## config.mk

```make
export PLATFORM = sky130hd
export DESIGN_NAME = adder19_rr_arbiter
export DESIGN_NICKNAME = d
export VERILOG_FILES = /design/src/rtl/adder19_pkg.sv /design/src/rtl/adder_19bit.sv /design/src/rtl/adder19_rr_arbiter.sv
export SDC_FILE = /design/constraint.sdc
export NUM_CORES = 1
export LEC_CHECK = 0
export CAP_MARGIN = 10
export CORE_UTILIZATION = 30
export DETAILED_ROUTE_END_ITERATION = 10
export GPL_TIMING_DRIVEN = 0
export MAX_ROUTING_LAYER = met4
export PLACE_DENSITY = 0.75
export RECOVER_POWER = 25
export SLEW_MARGIN = 10
export SYNTH_ARGS = -nofsm -noshare
export SYNTH_HDL_FRONTEND = slang
export SYNTH_SLANG_ARGS = --single-unit
```

## constraint.sdc

```tcl
create_clock -name clk -period 7.05 [get_ports clk]
set_clock_uncertainty 0.2 [all_clocks]
set_input_delay 1.0575 -clock clk [delete_from_list [all_inputs] [get_ports clk]]
set_output_delay 1.0575 -clock clk [all_outputs]
set_load 0.005 [all_outputs]
```

## src/rtl/adder19_pkg.sv

```systemverilog
// Shared constants and types for the 19-bit round-robin adder arbiter.
// Holds operand width, default requester count, saturation limits and slot state.
package adder19_pkg;

    localparam int DATA_W       = 19;
    localparam int NREQ_DEFAULT = 4;
    localparam int ID_W         = $clog2(NREQ_DEFAULT);

    localparam logic [DATA_W-1:0] SAT_MAX = 19'h3FFFF;
    localparam logic [DATA_W-1:0] SAT_MIN = 19'h40000;

    typedef enum logic {
        EMPTY = 1'b0,
        FULL  = 1'b1
    } slot_state_t;

endpackage

```

## src/rtl/adder_19bit.sv

```systemverilog
// Shared combinational 19-bit adder; zero latency, no flow control.
module adder_19bit (
    input  logic [18:0] a,
    input  logic [18:0] b,
    output logic [18:0] sum,
    output logic        carry_out
);

    assign {carry_out, sum} = {1'b0, a} + {1'b0, b};

endmodule

```

## src/rtl/adder19_rr_arbiter.sv

```systemverilog
// Round-robin arbiter sharing one adder; 1-cycle result latency, grants only when the result slot is free.
// Define ADDER19_SAT_EN to clamp overflowing sums to the signed limits.
module adder19_rr_arbiter
    import adder19_pkg::*;
#(
    parameter int NREQ = NREQ_DEFAULT,
    parameter int W    = DATA_W
) (
    input  logic                                  clk,
    input  logic                                  rst,
    input  logic [NREQ-1:0]                       req_valid,
    input  logic [NREQ*W-1:0]                     req_a,
    input  logic [NREQ*W-1:0]                     req_b,
    output logic [NREQ-1:0]                       req_ready,
    output logic                                  res_valid,
    input  logic                                  res_ready,
    output logic [W-1:0]                          res_sum,
    output logic                                  res_carry,
    output logic                                  res_ovf,
    output logic [((NREQ > 1) ? $clog2(NREQ) : 1)-1:0] res_id
);

    localparam int IDW = (NREQ > 1) ? $clog2(NREQ) : 1;

    slot_state_t     state;
    logic [IDW-1:0]  ptr;
    logic [IDW-1:0]  gidx;
    logic [NREQ-1:0] grant;
    logic            slot_free;
    logic            xfer;
    logic [W-1:0]    a_mux;
    logic [W-1:0]    b_mux;
    logic [W-1:0]    raw_sum;
    logic [W-1:0]    sum_nxt;
    logic            carry_nxt;
    logic            ovf_nxt;

    // Scan from farthest to nearest so the requester closest after ptr wins.
    always_comb begin
        grant = '0;
        gidx  = '0;
        for (int k = NREQ; k >= 1; k--) begin
            if (req_valid[(int'(ptr) + k) % NREQ]) begin
                grant                            = '0;
                grant[(int'(ptr) + k) % NREQ]    = 1'b1;
                gidx                             = IDW'((int'(ptr) + k) % NREQ);
            end
        end
    end

    assign slot_free = (state == EMPTY) || res_ready;
    assign req_ready = (slot_free && !rst) ? grant : '0;
    assign xfer      = |req_ready;

    assign a_mux = req_a[int'(gidx)*W +: W];
    assign b_mux = req_b[int'(gidx)*W +: W];

    adder_19bit u_add (
        .a         (a_mux),
        .b         (b_mux),
        .sum       (raw_sum),
        .carry_out (carry_nxt)
    );

    assign ovf_nxt = (a_mux[W-1] == b_mux[W-1]) && (raw_sum[W-1] != a_mux[W-1]);

`ifdef ADDER19_SAT_EN
    assign sum_nxt = ovf_nxt ? (a_mux[W-1] ? W'(SAT_MIN) : W'(SAT_MAX)) : raw_sum;
`else
    assign sum_nxt = raw_sum;
`endif

    always_ff @(posedge clk or posedge rst) begin
        if (rst) begin
            state     <= EMPTY;
            ptr       <= IDW'(NREQ - 1);
            res_sum   <= '0;
            res_carry <= 1'b0;
            res_ovf   <= 1'b0;
            res_id    <= '0;
        end else begin
            if (xfer) begin
                state     <= FULL;
                ptr       <= gidx;
                res_sum   <= sum_nxt;
                res_carry <= carry_nxt;
                res_ovf   <= ovf_nxt;
                res_id    <= gidx;
            end else if (state == FULL && res_ready) begin
                state <= EMPTY;
            end
        end
    end

    assign res_valid = (state == FULL);

endmodule

```

==> impl_results.md <==
- Remaining DRCs: 0
- RSZ-0062 raised after global routing: false
- Core area: between 10000 and 15000 µm²
- Required @ worst endpoint: 7020 ps
- Critical-path top delay cell: dfstp_2
- Avg Inst Size Synth: roughly 7.3 µm²
- Status: completed
- Drt first-iter violations: roughly 210
- Synth cell types: 53
- Final hold violation count: 0
- Complex-gate fraction of the synthesized area: 0.3145
- Post-synth EDFFs: 0
- Clock slew at reported path FFs: around 60 ps
- Crit end category: flip-flop
- Clock buffer count from CTS: 3
- Post-Layout Cell Count: between 800 and 900
- Crit path time final: approximately 6500 ps
- Share of cells above drive strength 1: 0.04940
- PD cells: between 600 and 700 nW/µm²
- Yosys warns: 0
- Synth Flop Type: dfrtp_1
- Most numerous cell in the Yosys netlist: nand2_1
- Final nets: roughly 860
- Worst min path class: reg2reg
- ANT nets after route: 0
- Period utilisation layout: 0.9151
- Achievable clock frequency: between 150 and 200 MHz
- Reg2reg start: ptr[1]
- Hold bufs inserted after CTS: 0
- Die Height: about 110 µm
- Biggest area consumer among synthesized cells: dfrtp_1
- I/O pin count: ~190
- Root buffer cell: clkbuf_16
- Post-CTS setup repair buffer count: 0
- Post-Place Cells: just over 800
- Largest net degree at the start of global routing: 28
- Initial antenna violation count: 0
- Vias in the first global route: between 4k and 5k
- Synth top area share: 0.1708
- Vias: ~4.4k
- WS Path Type: reg2reg
- Gpl congestion: around 0.88
- Clock buffer depth: 2
- Total negative slack: 0 ps
- Synth Area in Adders: 0.09819
- Crit start category: flip-flop
- Mapped Nets: 666
- Synthesized instance count: 480
- Synth Area in Simple Gates: 0.2497
- Multiplexer share of the synthesized area: 0.05905
- Critical path peak fanout: 10
- Max_slew headroom: 0.3305
- Slew Viols, Final: 0
- Synth area leaders: dfrtp_1, nand2_1, ha_1, a211oi_1, a31oi_1
- Max H-tree Level: 1
- Worst VDD drop: 262.0 µV
- Initial Utilization: 0.3080
- Die area: about 12000 µm²
- Gr usage total: 0.2227
- Mapped Area: approximately 3500 µm²
- Total congestion overflow: 0
- Critical Path, Cell by Cell: clkbuf_1 -> inv_1 -> ha_1 -> clkbuf_1 -> mux2_2 -> a211o_1 -> o221a_2 -> clkbuf_1 -> clkbuf_1 -> a211oi_1 -> a31oi_1 -> ha_1 -> fa_1 -> a21o_1 -> a221oi_2 -> o21ai_0 -> o41ai_2 -> o21ai_0 -> xnor2_1 -> o31ai_1
- Detail Placement HPWL: 11220 µm
- Sequential fraction of the synthesis area: 0.1857
- Die W: 110.3 µm
- Max_cap viols: 0
- Critical path startpoint: ptr[1]
- Worst Tran Pin Value: ~1000 ps
- Worst path arrival time: around 6400 ps
- WL/cell: around 17 µm
- Rows: 39
- Pre-Repair DR Iteration Count: 5
- Post-Synth XOR/XNOR Area: 0.03735
- Largest family of logic cells by synthesized area: compound AO/OA/AOI/OAI gates
- Diodes inserted: 0
- Clk sinks: 26
- Synth-to-Final Area Change: 61.05%
- Delay-heaviest family, CP: compound AO/OA/AOI/OAI gates
- Commonest cells in the netlist: nand2_1, a31oi_1, a211oi_1
- First-pass GRT wire length: ~21000 µm
- Hold_sp: res_sum[12]
- Clk Latency, worst-skew pair: roughly 260 ps
- Critical Path Max Stage Delay: roughly 560 ps
- Pleak: 2.260 nW
- I/O Buffers: approximately 180
- Final wirelength: 13550 µm
- #FFs+latches synth: 26
- Final setup viols: 0
- CTS tree: built
- Post-synth ARST share: 1.000
- Routed vias/inst: ~5.4
- Most frequent cell on the critical path: clkbuf_1
- Worst path bufs/invs: 5
report_power, final:
part | leakage (nW) | internal (mW) | switching, mW
Clock | 0.0511 | 0.113 | 0.0511
Sequential | 0.313 | 0.252 | 0.0437
Combinational | 1.90 | 1.39 | 1.89
worst register-to-register path: stages (launching register included):
cell and delay (ps):
dfstp_2 560, clkbuf_1 310, inv_1 200, ha_1 320
clkbuf_1 320, mux2_2 400, a211o_1 290, o221a_2 160
clkbuf_1 250, clkbuf_1 320, a211oi_1 340, a31oi_1 80
ha_1 260, fa_1 410, a21o_1 230, a221oi_2 360
o21ai_0 300, o41ai_2 420, o21ai_0 250, xnor2_1 170
o31ai_1 220
area by class of cell:
type                       count  area, µm²
fill                        1158       5754
multi-input combinational    406       2689
timing repair buffer         184       1842
sequential                    26      653.1
tap                          143      178.9
buffer                        38      158.9
clock buffer                   3      75.07
inverter                      10      37.54
clock inverter                 1      30.03
registers in the layout, summed over array words and instances (netlist names):
name and flops:
res_id 2, ptr 2, res_valid 1, res_sum 19, res_carry 1, res_ovf 1
layer usage:
| metal | global-route usage | part of all wire | vias up |
|---|---|---|---|
| li1 | - | - | 2143 |
| met1 | 0.2674 | 0.43 | 2001 |
| met2 | 0.4042 | 0.49 | 200 |
| met3 | 0.01587 | 0.059 | 21 |
| met4 | 0.05263 | 0.017 | 0 |
| met5 | - | 0 | - |
logic make-up (layout without fill, tap and decap cells):
kind of cell | count (synthesis) | after routing
buf+inv | 48 | 236
compound gates | 166 | 166
flops | 26 | 26
simple gates | 182 | 182
fa+ha+maj | 27 | 27
mux | 16 | 16
xor+xnor | 15 | 15
cell usage in the layout, fill, tap and decap left out, types with 6 or more instances in the layout:
| cell | n |
|---|---|
| a21o_1 | 8 |
| and2_0 | 8 |
| a31oi_1 | 43 |
| nand2_1 | 103 |
| buf_2 | 6 |
| o21ai_0 | 29 |
| and2_1 | 32 |
| mux2_2 | 8 |
| dfrtp_1 | 24 |
| nand3_1 | 8 |
| clkdlybuf4s50_1 | 183 |
| ha_1 | 26 |
| and3_1 | 6 |
| a21oi_1 | 16 |
| a211oi_1 | 41 |
| clkbuf_1 | 28 |
| xor2_1 | 6 |
| inv_1 | 10 |
| xnor2_1 | 9 |
worst paths after layout:
| path | slack, ps | depth (start not counted) | end |
|---|---|---|---|
| worst max-delay path | 600 | 20 | res_ovf |
| worst min-delay path | 280 | 2 | res_sum[12] |
| worst max register to register | 600 | 20 | res_ovf |
| worst min register to register | 280 | 2 | res_sum[12] |
| max in group asynchronous | 4760 | 2 | res_sum[15] |
| min in group asynchronous | 1270 | 2 | res_sum[10] |
through the flow:
stage	cell area [µm²]	hold slack (ps)	utilization	setup WS [ps]	total power [mW]
global route	5664	306.4	0.4961	134.2	4.116
global placement	5538	266.2	0.4850	194.5	3.441
CTS	5643	288.0	0.4942	188.2	3.697
detailed placement	5538	273.9	0.4850	133.0	3.513
floorplan	3517	271.8	-	1389	2.553
finish	5664	280.9	0.4961	598.3	3.738
what timing repair did:
item                       CTS  global route
gates resized for setup      0             5
setup endpoints to repair    0             4
hold endpoints to repair     0             0
Power figures use the tool's default switching activity.
